**config.mk**
```make
export PLATFORM = sky130hd
export DESIGN_NAME = vgafb_scanout
export DESIGN_NICKNAME = d
export VERILOG_FILES = /design/src/rtl/vgafb_scanout_pkg.sv /design/src/rtl/vgafb_scanout.sv
export SDC_FILE = /design/constraint.sdc
export NUM_CORES = 1
export LEC_CHECK = 0
export ABC_AREA = 1
export BUFFER_PORTS_ARGS = -buffer_cell sky130_fd_sc_hd__buf_4
export CORE_UTILIZATION = 48
export DETAILED_ROUTE_END_ITERATION = 10
export PLACE_DENSITY = 0.79
export SLEW_MARGIN = 25
export SYNTH_ARGS = -nofsm -noshare
export SYNTH_HDL_FRONTEND = slang
export SYNTH_SLANG_ARGS = --single-unit
```
**constraint.sdc**
```tcl
create_clock -name sys_clk -period 1.8 [get_ports sys_clk]
set_input_delay 0.27 -clock sys_clk [delete_from_list [all_inputs] [get_ports sys_clk]]
set_output_delay 0.27 -clock sys_clk [all_outputs]
set_load 0.005 [all_outputs]
```
**src/rtl/vgafb_scanout_pkg.sv**
```systemverilog
// Shared vgafb constants: timing-register width, RGB565 field layout, video output bundle.
// Purely declarative; no latency or flow control of its own.
package vgafb_scanout_pkg;

  localparam int TIMING_W = 11;
  localparam int PIX_W    = 16;
  localparam int CH_W     = 8;

  typedef logic [TIMING_W-1:0] timing_t;

  // RGB565 field positions: r = [15:11], g = [10:5], b = [4:0]
  typedef struct packed {
    logic [4:0] r;
    logic [5:0] g;
    logic [4:0] b;
  } rgb565_t;

  typedef struct packed {
    logic            hsync_n;
    logic            vsync_n;
    logic            blank;
    logic [CH_W-1:0] r;
    logic [CH_W-1:0] g;
    logic [CH_W-1:0] b;
  } video_t;

  localparam video_t VIDEO_IDLE = '{
    hsync_n: 1'b1,
    vsync_n: 1'b1,
    blank:   1'b1,
    r:       '0,
    g:       '0,
    b:       '0
  };

endpackage

```
**src/rtl/vgafb_scanout.sv**
```systemverilog
// VGA framebuffer scanout: raster counters, sync/blank generation, RGB565->RGB888 expansion.
// Latency: video outputs registered one pix_ce after the counter state; pixel_ack/frame_start combinational.
// Backpressure: pixel_ack pops only in active area on pix_ce; starvation gives black (sticky flag if VGAFB_SCANOUT_UNDERRUN_EN).
module vgafb_scanout
  import vgafb_scanout_pkg::*;
(
  input  logic                sys_clk,
  input  logic                sys_rst,
  input  logic [TIMING_W-1:0] hres,
  input  logic [TIMING_W-1:0] hsync_start,
  input  logic [TIMING_W-1:0] hsync_end,
  input  logic [TIMING_W-1:0] hscan,
  input  logic [TIMING_W-1:0] vres,
  input  logic [TIMING_W-1:0] vsync_start,
  input  logic [TIMING_W-1:0] vsync_end,
  input  logic [TIMING_W-1:0] vscan,
  input  logic                enable,
  input  logic                pix_ce,
  input  logic                pixel_valid,
  input  logic [PIX_W-1:0]    pixel,
  output logic                pixel_ack,
  output logic                vga_hsync_n,
  output logic                vga_vsync_n,
  output logic                vga_blank,
  output logic [CH_W-1:0]     vga_r,
  output logic [CH_W-1:0]     vga_g,
  output logic [CH_W-1:0]     vga_b,
  output logic                underrun,
  input  logic                underrun_clear,
  output logic                frame_start
);

  timing_t hcount;
  timing_t vcount;
  logic    active;
  logic    scan_ce;
  rgb565_t px;
  video_t  video_d;
  video_t  video_q;

  assign active      = (hcount < hres) && (vcount < vres);
  assign scan_ce     = enable & pix_ce & ~sys_rst;
  assign pixel_ack   = scan_ce & active & pixel_valid;
  assign frame_start = scan_ce & (hcount == '0) & (vcount == '0);
  assign px          = rgb565_t'(pixel);

  // >= compares let a shrunk hscan/vscan wrap immediately instead of running to 2047
  always_ff @(posedge sys_clk) begin
    if (sys_rst || !enable) begin
      hcount <= '0;
      vcount <= '0;
    end else if (pix_ce) begin
      if (hcount >= hscan) begin
        hcount <= '0;
        vcount <= (vcount >= vscan) ? '0 : vcount + TIMING_W'(1);
      end else begin
        hcount <= hcount + TIMING_W'(1);
      end
    end
  end

  always_comb begin
    video_d         = VIDEO_IDLE;
    video_d.hsync_n = ~((hcount >= hsync_start) && (hcount < hsync_end));
    video_d.vsync_n = ~((vcount >= vsync_start) && (vcount < vsync_end));
    video_d.blank   = ~active;
    if (active && pixel_valid) begin
      video_d.r = {px.r, px.r[4:2]};
      video_d.g = {px.g, px.g[5:4]};
      video_d.b = {px.b, px.b[4:2]};
    end
  end

  always_ff @(posedge sys_clk) begin
    if (sys_rst || !enable) begin
      video_q <= VIDEO_IDLE;
    end else if (pix_ce) begin
      video_q <= video_d;
    end
  end

  assign vga_hsync_n = video_q.hsync_n;
  assign vga_vsync_n = video_q.vsync_n;
  assign vga_blank   = video_q.blank;
  assign vga_r       = video_q.r;
  assign vga_g       = video_q.g;
  assign vga_b       = video_q.b;

`ifdef VGAFB_SCANOUT_UNDERRUN_EN
  logic underrun_q;

  // set wins over a simultaneous clear so no starvation event is lost
  always_ff @(posedge sys_clk) begin
    if (sys_rst) begin
      underrun_q <= 1'b0;
    end else begin
      underrun_q <= (scan_ce & active & ~pixel_valid) | (underrun_q & ~underrun_clear);
    end
  end

  assign underrun = underrun_q;
`else
  logic unused_clear;

  assign unused_clear = underrun_clear;
  assign underrun     = 1'b0;
`endif

endmodule

```
* Word level (Yosys, flattened, before mapping)
Cells that the tools add are included.
Widths: inputs -> output; s select.
** Operators by class
- Add/sub/neg operators :: 2
- Order comparisons :: 8
- Muxes and demuxes :: 3
- Bitwise logic cells :: 10
- Reduce and logical (&&, ||, !) cells :: 9
** Operator list (count)
- $ge 11x11->1 :: 4
- $lt 11x11->1 :: 4
- $mux 24 :: 1
- $add 11x1->11 const B :: 2
- $logic_not 11->1 :: 2
- $mux 11 :: 2
- $and 1x1->1 :: 6
- $logic_and 1x1->1 :: 4
- $not 1->1 :: 4
- $reduce_and 2->1 :: 1
- $logic_not 1->1 :: 1
- $logic_or 1x1->1 :: 1
** Storage, ports and cells
- Bits in registers :: 49
- Input bits :: 110
- Output and inout bits :: 30
- Word-level logic and storage cells :: 40

* Longest topological paths before layout
Gate-level depths: netlist of run 1.
- Word-level depth :: 4
- Depth in mapped cells :: 13
- Gate-level depth less buffers :: 13

* Least setup slack after synthesis of run 1
Ideal clock, no wire load.
- Kind :: register -> output
- Start :: reg hcount[5]
- End :: out pixel_ack
- Arrival :: 1578 ps
- Setup slack :: -48 ps
- Cell stages (with the launch flop) :: 10
- Path buffers :: 1
- Path through :: dfxtp_1 > ha_1 > nand2_1 > nor2_1 > and2_1 > nand2_1 > nand3_1 > nor2_4 > buf_8 > and3_1
** On the way
- Cells in the longest elaborated chain, start to end :: 4
** Ends and longest elaborated chain
- from (decl) :: RTL line vgafb_scanout.sv:33 : timing_t hcount;
- from (signal assigned) :: RTL line vgafb_scanout.sv:57 : hcount <= hcount + TIMING_W'(1);
- $lt 11x11->1 :: RTL line vgafb_scanout.sv:41 : assign active = (hcount < hres) && (vcount < vres);
- $logic_and 1x1->1 :: RTL line vgafb_scanout.sv:41
- $and 1x1->1 (2 in series) :: RTL line vgafb_scanout.sv:43 : assign pixel_ack = scan_ce & active & pixel_valid;
- to (decl) :: RTL line vgafb_scanout.sv:21 : output logic pixel_ack,
Every way passes these cells.

* Worst setup path in the final report of run 1
- Start :: reg hcount[6]
- End :: out pixel_ack
Same word-level chain as after synthesis.

==> out/results.tsv, run 1 <==
metric	value	unit
status	finished with violations	
violations	design-rule violations, negative setup slack	
ys_types	38	
maxCapViolCount	0	
synth_edf_count	0	
crit_path_end_kind	output port	
synth-simple-area-share	29.5	%
fin_skew	0.0112	ns
leakage	3.77	nW
cp.required	1.53	ns
drtIter0Drc	357	
rsz0062_at_grt	true	
area_growth	56.7	%
antenna_cells	0	
grt_pass1_wl	22.0	mm
synthMuxAreaShare	0	%
arrival	1.84	ns
grt_pass1_vias	5072	
n_fill_cell	533	
hp-start	pixel[4]	
fin_crit	2.11	ns
synth.top_cells.by_area	ha_1 25%, dfxtp_1 18%, nand2_1 13%, inv_1 13%, a21oi_1 5.3%	
dpl.hpwl	9.70	mm
r2r-start	hcount[4]	
dp.cells	946	
netlist_area	4470	µm²
r2r_slack	-0.31	ns
critPathLaunch	hcount[6]	
synth_top_family_by_area	simple AND/OR/NAND/NOR gates	
synth_top_flop_cell	dfxtp_1	
antenna_found_initial	0	
worstSetupPathType	register to output port	
die_x	98.5	µm
placed_cell_area	5820	µm²
synth_seq_cells	41	
post-route-util	79.2	%
min_path_cells	5	
grt.overflow.total	0	
hp-class	input pin to register	
cts_made_buffers	5	
io_buffers	137	
grt_max_degree	25	
multi_input_area	3720	µm²
ys_seq_area_share	18.4	%
fin_total_pwr	2.30	mW
finalSetupViolations	40	
ys.warnings.count	0	
synth-xor-area-share	1.37	%
vdd_drop_max	258	µV
nets	1063	
fin_cells	973	
setup.worst_path.start_class	register	
dp_slack	-0.158	ns
ff_latch_area	875	µm²
wl_per_cell	16.5	µm
stdcell_area	7010	µm²
synth_compound_gate_area_share	9.66	%
start_util	50.5	%
cts_buffer_depth	2	
tns	-2.84	ns
cts_tree	built	
dr_total_vias	5282	
gp_congestion	0.831	
clk-insertion-delay-late	0.31	ns
holdPathEnd	vga_b[2]	
ios	140	
hold_viol_final	0	
drt_wl_total	16.0	mm
synth_nets	878	
htree_levels	2	
p_per_area	328	nW/µm²
vias_per_cell	5.43	
syn_avg_cell_area	6.57	µm²
postRouteAntennaNets	0	
synth_top_area_share	24.6	%
core	8850	µm²
async_flop_share	0	%
synthCells	680	
fp.dieArea	9700	µm²
root_buffer	clkbuf_8	
drc	8	
setup_slack	-0.306	ns
crit_fanout	2	
fmax	0.475	GHz
track_usage	27.9	%
synth_top_area_cell	ha_1	
r2r-end	vcount[9]	
cts_hold_buf	0	
fin_crit_sh	117	%
holdWs	0.317	ns
num_rows	34	
cts_num_sinks	41	
die_h	98.5	µm
clk_pin_slew	0.09	ns
r2r_cells	13	
maxSlewViolCount	0	
drive_above_1_share	43.0	%
synth_fa_ha_area_share	24.6	%
first_pass_iters	8	
[cells by family after synthesis]
logic type	after synthesis
AND/OR/NAND/NOR	292
XOR/XNOR	7
flip-flops	41
buffers and inverters	175
adder cells (fa/ha/maj)	88
other	1
AO/OA/AOI/OAI	76
[placed cells by master, fill, tap and decap left out, types with 2 or more instances in the layout]
cell type,n
a21o_1,3
a21oi_1,36
a21oi_2,20
buf_4,181
buf_6,17
clkbuf_8,5
dfxtp_1,20
dfxtp_2,10
dfxtp_4,11
ha_1,51
ha_4,37
inv_1,149
inv_2,3
nand2_1,126
nand2_2,23
nand2_4,6
nand3_1,29
nand3_2,14
nand3_4,2
nand3b_1,5
nand4_1,6
nor2_1,39
nor2_2,17
nor2_4,9
nor3_1,3
nor3_2,5
nor4_4,2
o21ai_0,5
o21ai_1,7
xnor2_1,3
xor2_1,4
[worst max-delay path by stage]
stage / end / depth (start not counted)
floorplan: pixel_ack / 9
global placement: vga_b[5] / 11
detailed placement: vga_b[5] / 11
CTS: pixel_ack / 9
global route: vcount[9] / 13
finish: pixel_ack / 8
[power breakdown]
part	internal, mW	switching (mW)
Clock	0.404	0.346
Combinational	0.330	0.308
Sequential	0.902	0.00821
[critical path: stages, from the launching register on]
cell	delay (ns)
dfxtp_2	0.34
ha_4	0.22
a21oi_1	0.24
nand2_1	0.11
nand2_1	0.09
nand3_2	0.11
nor2_4	0.15
and3_1	0.16
buf_4	0.11
[Yosys cell counts, types with 2 or more instances]
library cell,number
nand2_1,152
inv_1,150
ha_1,88
nor2_1,60
a21oi_1,47
dfxtp_1,41
nand3_1,34
o21ai_0,12
buf_4,11
nand3_2,10
a21oi_2,9
nor3_1,8
nand4_1,6
clkbuf_1,5
nand3b_1,5
nor2_2,4
xor2_1,4
a21o_1,3
buf_6,3
inv_2,3
nor4_1,3
xnor2_1,3
buf_2,2
nand2_2,2
nand2_4,2
[sequential cells by signal, summed over array words and instances (netlist names)]
name and count:
vga_hsync_n 1, vga_blank 1, vcount 11, hcount 11
vga_vsync_n 1, vga_b 5, vga_g 6, vga_r 5
[area by class of cell]
class                      instances  area share (%)
tap                              108            1.93
multi-input combinational        464            53.1
timing repair buffer             200            22.8
sequential                        41            12.5
clock buffer                       5           0.982
inverter                         153            8.23
clock inverter                     2           0.500
[layer usage]
metal	up-vias	routed length [µm]	GRT usage [%]
li1	2489	-	-
met1	2414	5550	28.9
met2	291	8510	54.6
met3	88	1020	3.55
met4	0	960	14.6
met5	-	0	0
[timing repair]
item | 4_1_cts | 5_1_grt
endpoints found under the setup margin | 18 | 35
pin swaps | 28 | 39
resized for setup | 65 | 114
gates cloned | 0 | 1
buffers inserted | 16 | 6
Note: power is estimated with default switching activity, not from simulation.
==> run 2, diff against run 1 <==
ABC_AREA = 0   (was 1)
CORE_UTILIZATION = 46   (was 48)
PLACE_DENSITY = 0.78   (was 0.79)
==> run 2 against run 1 <==
Compared with the run above:
- the flow finishes with violations (negative setup slack)
- die area fell by 10%
- total power fell by 2.6%
- synthesized cell count fell by 34%
- synthesized area fell by 14%
- sequential share of layout area rose by 1.6 points
- core utilization fell by 1.5 points
- maximum frequency fell by 1.2%
- critical path type is now register to register
==> out/results.tsv, run 2 <==
metric	value	unit
core	7890	µm²
layout_commonest_cell	buf_4	
synthCells	451	
hp-class	input pin to register	
maxCapViolCount	0	
synth_top_family_by_area	adder cells	
io_buffers	137	
drtIter0Drc	189	
dr_total_vias	4079	
area_growth	59.9	%
cts_made_buffers	5	
gp_congestion	0.844	
path_common_cell	buf_6	
stdcell_area	6130	µm²
yosys-top-cells-count	88 x ha_1, 85 x inv_1, 41 x dfxtp_1	
setup.worst_path.start_class	register	
cp_slowest_cell	a221oi_2	
clk_pin_slew	0.08	ns
cts_num_sinks	41	
fp.dieArea	8700	µm²
clk-insertion-delay-late	0.29	ns
async_flop_share	0	%
die_x	93.3	µm
rsz0062_at_grt	true	
setup_slack	-0.332	ns
ios	140	
cts_buffer_depth	2	
grt_pass1_vias	4162	
cp.required	2.02	ns
grt_pass1_wl	18.7	mm
drc	0	
grt.overflow.total	0	
leakage	3.21	nW
fin_crit_sh	118	%
synth_top_flop_cell	dfxtp_1	
root_buffer	clkbuf_8	
wl_per_cell	16.7	µm
die_h	93.3	µm
fin_crit	2.13	ns
path_cells	buf_6 > buf_6 > ha_4 > nand4_1 > nand3_1 > a221oi_2 > o211ai_1 > buf_2 > o21ai_1 > o2bb2ai_2	
placed_cell_area	5330	µm²
drt_wl_total	12.4	mm
synth.most_common_cell	ha_1	
cp_top_family	compound AO/OA/AOI/OAI gates	
htree_levels	2	
worst_slew_pin_slew	0.660	ns
crit_path_end_kind	register	
p_per_area	365	nW/µm²
vdd_drop_max	289	µV
first_pass_iters	4	
grt_max_degree	17	
dpl.hpwl	8.76	mm
drive_above_1_share	47.9	%
synth_seq_cells	41	
post-route-util	77.7	%
status	finished with violations	
critical-path-max-stage-delay	0.41	ns
netlist_area	3830	µm²
synthMuxAreaShare	0.849	%
antenna_cells	0	
max_slew_margin	55.9	%
fin_skew	0.00579	ns
synth-simple-area-share	14.5	%
synth.top_cells.by_area	ha_1 29%, dfxtp_1 21%, inv_1 8.3%, a22o_1 3.7%, o2bb2ai_2 3.1%	
antenna_found_initial	0	
synth_top_area_share	28.7	%
cts_hold_buf	0	
vias_per_cell	5.48	
holdWs	0.187	ns
violations	negative setup slack	
worstSetupPathType	register to register	
synth_top_area_cell	ha_1	
ys_types	41	
mostFrequentLayoutCells	181 x buf_4, 83 x inv_1, 66 x ha_1	
track_usage	27.0	%
critPathBufInv	3	
synth_nets	649	
tns	-7.59	ns
syn_avg_cell_area	8.50	µm²
cts_tree	built	
nets	840	
num_rows	32	
hold_viol_final	0	
synth_fa_ha_area_share	28.7	%
ys.warnings.count	0	
synth_compound_gate_area_share	20.8	%
crit_fanout	5	
postRouteAntennaNets	0	
ys_seq_area_share	21.4	%
synth_edf_count	0	
maxSlewViolCount	0	
synth-xor-area-share	2.29	%
finalSetupViolations	40	
arrival	2.36	ns
fmax	0.469	GHz
start_util	48.6	%
run 2: changes by cell type after synthesis, sizes merged, moves of 6 or more:
cell	delta
nand2	-140
nor2b	+6
nand3	-35
and3	+10
nor2	-44
o2bb2ai	+9
a21oi	-34
inv	-68
nand2b	+18
a21o	+7
o21ai	+9
a22o	+16
run 2: cells by family (layout without fill, tap and decap cells):
| kind of cell | Yosys count | in the layout |
|---|---|---|
| multiplexers | 2 | 2 |
| other | 1 | 1 |
| AND/OR/NAND/NOR | 103 | 105 |
| buffers and inverters | 101 | 291 |
| XOR/XNOR | 10 | 10 |
| adder cells (fa/ha/maj) | 88 | 88 |
| AO/OA/AOI/OAI | 105 | 105 |
| flip-flops | 41 | 41 |
run 2: path summary, 6_finish.rpt:
kind,depth (start not counted),slack (ns),from,end
setup / recovery,10,-0.33,hcount[5],vcount[6]
hold / removal,2,0.19,pixel[3],vga_b[6]
setup reg to reg,10,-0.33,hcount[5],vcount[6]
hold reg to reg,1,0.48,vga_blank,vga_blank
run 2: cell type report:
type / count / area (µm²)
clock buffer: 7 / 86.3
clock inverter: 1 / 30.0
fill: 497 / 1760
inverter: 85 / 322
multi-input combinational: 311 / 3140
sequential: 41 / 862
tap: 102 / 128
timing repair buffer: 198 / 1560
run 2: routing by layer:
layer	track usage, %	vias up	part of all wire [%]
met1	30.4	1937	38
met2	51.9	156	54
met4	8.85	0	2.6
met3	3.25	30	5.3
li1	-	1956	-
met5	0	-	0
run 2: where the power goes:
group	total, mW	switching, mW	internal (mW)
Combinational	0.546	0.233	0.313
Clock	0.780	0.328	0.452
Sequential	0.912	0.00735	0.904
Total	2.24	0.568	1.67
run 2: repair_timing:
item	CTS	global route
pin swaps	26	34
setup endpoints to repair	42	42
gates cloned	4	0
gates resized for setup	67	57
buffers inserted	13	4
run 2: worst reg2reg max path: stages (launching register included):
cell and delay [ns]:
dfxtp_2 0.33, buf_6 0.11, buf_6 0.11, ha_4 0.22
nand4_1 0.09, nand3_1 0.12, a221oi_2 0.41, o211ai_1 0.21
buf_2 0.22, o21ai_1 0.12, o2bb2ai_2 0.12
run 2: through the flow:
stage	power (mW)	worst slack (ns)	std cells
finish	2.24	-0.332	745
global route	2.32	-0.363	745
CTS	2.19	-0.284	742
detailed placement	1.39	-0.363	720
global placement	1.37	-0.300	720
floorplan	1.14	-0.231	451
